[src/rtl/symbol_loop_filter_pi.sv]
// rtl/symbol_loop_filter_pi.sv - registered PI loop filter for symbol timing recovery
// Two-stage pipeline: gain products, then integrator update with anti-windup and rounded, saturated output.
module symbol_loop_filter_pi #(
    parameter int SYM_WIDTH = 1,
    parameter int INT_WIDTH = 1,
    parameter int DEC_WIDTH = 14,
    localparam int W = SYM_WIDTH + INT_WIDTH + DEC_WIDTH
) (
    input  logic                clk,
    input  logic                rst_n,
    input  logic                err_valid,
    input  logic signed [W-1:0] err,
    input  logic signed [W-1:0] c1,
    input  logic signed [W-1:0] c2,
    input  logic                mode,
    input  logic                freeze,
    input  logic                clear,
    output logic signed [W-1:0] ctrl,
    output logic                ctrl_valid,
    output logic signed [W-1:0] integ,
    output logic                sat
);

    localparam int P = 2 * W;
    localparam int A = 2 * W + 1;
    localparam int E = A + 1;

    // Integrator bounds equal the output range expressed at internal precision.
    localparam logic signed [E-1:0] I_MAX =
        $signed({{(E-W+1){1'b0}}, {(W-1){1'b1}}}) <<< DEC_WIDTH;
    localparam logic signed [E-1:0] I_MIN =
        $signed({{(E-W+1){1'b1}}, {(W-1){1'b0}}}) <<< DEC_WIDTH;
    localparam logic signed [E-1:0] W_MAX = $signed({{(E-W+1){1'b0}}, {(W-1){1'b1}}});
    localparam logic signed [E-1:0] W_MIN = $signed({{(E-W+1){1'b1}}, {(W-1){1'b0}}});
    localparam logic signed [E-1:0] RND =
        $signed({{(E-DEC_WIDTH){1'b0}}, 1'b1, {(DEC_WIDTH-1){1'b0}}});

    // Returns {clamped, value}: round-half-up to W bits, then saturate.
    function automatic logic [W:0] round_sat(input logic signed [E-1:0] x);
        logic signed [E-1:0] sh;
        logic [W:0]          res;
        sh = (x + RND) >>> DEC_WIDTH;
        if (sh > W_MAX) begin
            res = {1'b1, W_MAX[W-1:0]};
        end else if (sh < W_MIN) begin
            res = {1'b1, W_MIN[W-1:0]};
        end else begin
            res = {1'b0, sh[W-1:0]};
        end
        return res;
    endfunction

    logic signed [P-1:0] p1_q, p2_q;
    logic                v1_q;
    logic signed [A-1:0] acc_q;
    logic signed [W-1:0] ctrl_q, integ_q;
    logic                ctrl_valid_q, sat_q;

    logic signed [E-1:0] acc_ext, p1_ext, p2_ext, sum_i, s_sum;
    logic signed [A-1:0] acc_d;
    logic signed [E-1:0] acc_d_ext;
    logic                iclamp;
    logic [W:0]          ctrl_res, integ_res;
    logic signed [W-1:0] ctrl_d, integ_d;
    logic                sat_d;

    always_comb begin
        acc_ext = $signed({acc_q[A-1], acc_q});
        p1_ext  = $signed({{(E-P){p1_q[P-1]}}, p1_q});
        p2_ext  = $signed({{(E-P){p2_q[P-1]}}, p2_q});
        sum_i   = acc_ext + p2_ext;
        acc_d   = acc_q;
        iclamp  = 1'b0;
        if (!mode && !freeze) begin
            if (sum_i > I_MAX) begin
                acc_d  = I_MAX[A-1:0];
                iclamp = 1'b1;
            end else if (sum_i < I_MIN) begin
                acc_d  = I_MIN[A-1:0];
                iclamp = 1'b1;
            end else begin
                acc_d  = sum_i[A-1:0];
            end
        end
        acc_d_ext = $signed({acc_d[A-1], acc_d});
        // Proportional-only mode leaves the integrator out of the sum but keeps its state.
        s_sum     = mode ? p1_ext : (p1_ext + acc_d_ext);
        ctrl_res  = round_sat(s_sum);
        integ_res = round_sat(acc_d_ext);
        ctrl_d    = ctrl_res[W-1:0];
        integ_d   = integ_res[W-1:0];
        sat_d     = iclamp | ctrl_res[W] | integ_res[W];
    end

    always_ff @(posedge clk or negedge rst_n) begin
        if (!rst_n) begin
            p1_q         <= '0;
            p2_q         <= '0;
            v1_q         <= 1'b0;
            acc_q        <= '0;
            ctrl_q       <= '0;
            integ_q      <= '0;
            ctrl_valid_q <= 1'b0;
            sat_q        <= 1'b0;
        end else if (clear) begin
            p1_q         <= '0;
            p2_q         <= '0;
            v1_q         <= 1'b0;
            acc_q        <= '0;
            ctrl_q       <= '0;
            integ_q      <= '0;
            ctrl_valid_q <= 1'b0;
            sat_q        <= 1'b0;
        end else begin
            v1_q         <= err_valid;
            ctrl_valid_q <= v1_q;
            if (err_valid) begin
                // Sign-extended operands make the low P bits equal the signed product.
                p1_q <= $signed({{W{c1[W-1]}}, c1} * {{W{err[W-1]}}, err});
                p2_q <= $signed({{W{c2[W-1]}}, c2} * {{W{err[W-1]}}, err});
            end
            if (v1_q) begin
                acc_q   <= acc_d;
                ctrl_q  <= ctrl_d;
                integ_q <= integ_d;
                sat_q   <= sat_d;
            end
        end
    end

    assign ctrl       = ctrl_q;
    assign integ      = integ_q;
    assign ctrl_valid = ctrl_valid_q;
    assign sat        = sat_q;

endmodule

[config.mk]
export PLATFORM = sky130hd
export DESIGN_NAME = symbol_loop_filter_pi
export DESIGN_NICKNAME = d
export VERILOG_FILES = /design/src/rtl/symbol_loop_filter_pi.sv
export SDC_FILE = /design/constraint.sdc
export NUM_CORES = 2
export LEC_CHECK = 0
export ABC_AREA = 1
export BUFFER_PORTS_ARGS = -buffer_cell sky130_fd_sc_hd__buf_2
export CORE_AREA = 2 2 253 255
export CTS_CLUSTER_DIAMETER = 40
export DETAILED_ROUTE_END_ITERATION = 8
export DIE_AREA = 0 0 255 257
export PLACE_DENSITY = 0.68
export SLEW_MARGIN = 0
export SYNTH_ARGS = -nofsm -noshare
export SYNTH_HDL_FRONTEND = slang
export SYNTH_SLANG_ARGS = --single-unit
[constraint.sdc]
create_clock -name clk -period 6 [get_ports clk]
set_input_delay 1.2 -clock clk [delete_from_list [all_inputs] [get_ports clk]]
set_output_delay 1.2 -clock clk [all_outputs]
set_load 0.03 [all_outputs]
==> summary.md <==
| Metric | Value |
|---|---|
| Run status | finished with violations |
| Failing checks | setup timing |
| Cell seen most often among critical-path stages | nand2_1 |
| Number of H-tree branching levels | 4 |
| Clock Tree Root | clkbuf_16 |
| CTS buffer count | 17 |
| Cell count after synthesis | 4118 |
| CP Data Arrival Time | 7210 ps |
| Number of failing setup endpoints in the final timing report | 41 |
| Clock-pin slew reported for the worst setup and hold paths after clock tree synthesis | 60 ps |
| Area growth from synthesis to final layout | 29.6% |
| Share of synthesized registers carrying an async set or reset | 100% |
| Count of final max-slew check failures | 0 |
| Post-synthesis instance area | 31100 um2 |
| Max-Slew Margin vs Limit | 32.9% |
| Area inside the core boundary | 62700 um2 |
| Core Rows | 92 |
| Die boundary width | 255 um |
| Total congestion overflow | 0 |
| Startpoint Class | input pin |
| Slew of the pin with the lowest slew margin | 1010 ps |
| CTS tree | built |
| First-pass GRT wire length | 148 mm |
| Utilization after layout | 64.2% |
| Total wire length after detailed routing | 92.2 mm |
| Vias in the first global route | 29258 |
| Worst Setup Slack, final | -884 ps |
| Final routed DRC violation total | 0 |
| Placement-stage cell area | 36600 um2 |
| RSZ-0062 raised after global routing | true |
| Routed wirelength normalized by instance count | 16.4 um |
| Die footprint | 65500 um2 |
| # IOs | 88 |
| Tmin final | 6880 ps |
| Maximum number of pins on one net before global-route repair | 96 |
| Clock latency on the worst-skew pair | 440 ps |
| Max clock buf depth | 2 |
| Filler-free cell count of the finished design | 5606 |
| Summed negative setup slack over all endpoints | -14150 ps |
| Number of warnings issued by yosys | 0 |
| Vertical die dimension | 257 um |
| Number of synthesized flops with an enable pin | 0 |
| Most used flip-flop cell after synthesis | dfrtp_1 |
| Slack of the worst reg-to-reg path | -70 ps |
| Final period utilization | 115% |
| Count of endpoints failing hold in the final timing report | 0 |
| # port buffers | 87 |
| Maximum single-stage delay on the critical path | 550 ps |
| Achievable Freq | 145 MHz |
| Maximum net fanout on the critical path | 5 |
| Total routing usage reported by global routing | 28.4% |
| Number of placed cells counting well taps | 5480 |
| Worst Path Required | 6330 ps |
| Via total after detailed routing | 28370 |
| Synth cell types | 59 |
| Antenna violations before repair | 2 |
| Area share of the leading cell type in the synthesized netlist | 33.8% |
| Number of clock sinks | 132 |
| Post-Syn Area per Cell | 7.54 um2 |
| Number of flip-flops and latches in the synthesized netlist | 132 |
| Post-detail-place hpwl | 74.3 mm |
| Initial core utilization | 49.5% |
| Antenna violation net count after detailed routing | 0 |
| Number of optimization iterations in the first detailed-route pass | 6 |
| Top post-synthesis cells by area | fa_1 34%, nand2_1 13%, inv_1 12%, dfrtp_1 11%, ha_1 9.3% |
| Cell at the slowest stage of the critical path | fa_1 |
| Post-layout nets | 5557 |
| Syn_nets | 4928 |
| Violation count after the first detailed-route iteration | 2026 |
| Crit Path Category | in2reg |
| Kind of path behind the tightest hold check | reg2reg |
| Max Cap Violations | 0 |
| Library cell with the largest summed area after synthesis | fa_1 |
| Routed vias/inst | 5.06 |
| Fraction of final layout cells sized beyond drive strength 1 | 27.9% |
| Clk_skew | 14.9 ps |
| Routability cong. | 0.957 |
| Proportion of synthesized chip area in sequential cells | 10.6% |
| Non-Filler Cell Area, Final | 40300 um2 |
| Kind of end point of the critical path | flip-flop |
==> repair_timing <==
item | in CTS | in global routing
pin swaps | 137 | 171
gates cloned | 2 | 1
buffers inserted | 87 | 33
endpoints found under the setup margin | 47 | 48
resized for setup | 258 | 327
hold buffers | 0 | 0
==> stage by stage <==
| step | setup slack (ps) | hold WS, ps |
|---|---|---|
| 2_1_floorplan | -956 | 448 |
| 3_3_place_gp | -1400 | 457 |
| 3_5_place_dp | -1530 | 460 |
| 4_1_cts | -746 | 477 |
| 5_1_grt | -1230 | 497 |
| 6_report | -884 | 472 |
==> synth_stat cells (11+ instances only) <==
library cell and count:
clkbuf_1 109, nor2_2 18, nand3_1 110, fa_1 525, nand4_1 29, a31oi_1 18
o31ai_1 26, o211ai_1 11, nor3_1 22, o21ai_0 144, xnor2_1 24, dfrtp_1 132
ha_1 231, nor2_1 172, a21oi_1 121, inv_2 19, o21ai_1 15, xor2_1 53
o21bai_1 11, inv_1 1032, nand3_2 32, or2_2 45, nand2_2 20, nand2_1 1083
==> worst max-delay path, delay by kind of cell <==
family / cells / cell delay (ps)
adders and majority gates: 7 / 3280
AOI/OAI and AO/OA: 10 / 1230
buffers and inverters: 11 / 790
and+or+nand+nor: 9 / 690
==> cells in the final DEF (no fill, tap or decap), types with 68 or more instances in the layout <==
master and instances:
o21ai_0 94, inv_1 976, inv_2 73, buf_2 68, nand2_1 992, nand3_1 93
buf_4 570, nor2_1 127, ha_1 175, fa_1 520, a21oi_1 72, nand2_2 87
dfrtp_1 131
==> layer usage <==
layer,GRT usage [%],part of all wire [%],vias up
li1,-,-,13534
met1,39.8,44,13760
met2,46.4,47,906
met3,2.84,5.9,170
met4,8.58,2.9,0
met5,0,0,-
==> registers in the layout, summed over array words and instances (netlist names) <==
signal / count
integ: 16
sat: 1
p2_q: 32
p1_q: 32
v1_q: 1
acc_q: 33
ctrl: 16
ctrl_valid: 1
==> area by class of cell <==
type / count / area, um2
clock inverters: 13 / 151
multi-input cells: 2811 / 25400
clock buffers: 18 / 429
repair buffers: 731 / 5950
diodes: 1 / 2.50
fillers: 5176 / 22500
inverters: 1054 / 3960
well taps: 846 / 1060
flip-flops and latches: 132 / 3300
==> kinds of logic (layout without fill, tap and decap cells) <==
group	after synthesis	in the layout	share of synthesized area (%)
XOR/XNOR	79	79	2.28
multiplexers	1	1	0.0322
AO/OA/AOI/OAI	408	408	7.82
AND/OR/NAND/NOR	1567	1567	21.7
buffers and inverters	1175	1816	14.4
flip-flops	132	132	10.6
adder cells (fa/ha/maj)	756	756	43.1
other	0	1	0
==> path summary, 6_finish.rpt <==
path | from | endpoint | depth (start not counted)
worst max-delay path | err[1] | p2_q[30] | 37
worst min-delay path | ctrl[8] | ctrl[8] | 2
worst max register to register | p2_q[0] | ctrl[11] | 42
worst min register to register | ctrl[8] | ctrl[8] | 2
max in group asynchronous | rst_n | p2_q[15] | 2
min in group asynchronous | rst_n | acc_q[31] | 1
Power is not shown: default switching activity piles up to over one toggle a cycle in this logic, so the estimate is an artifact.
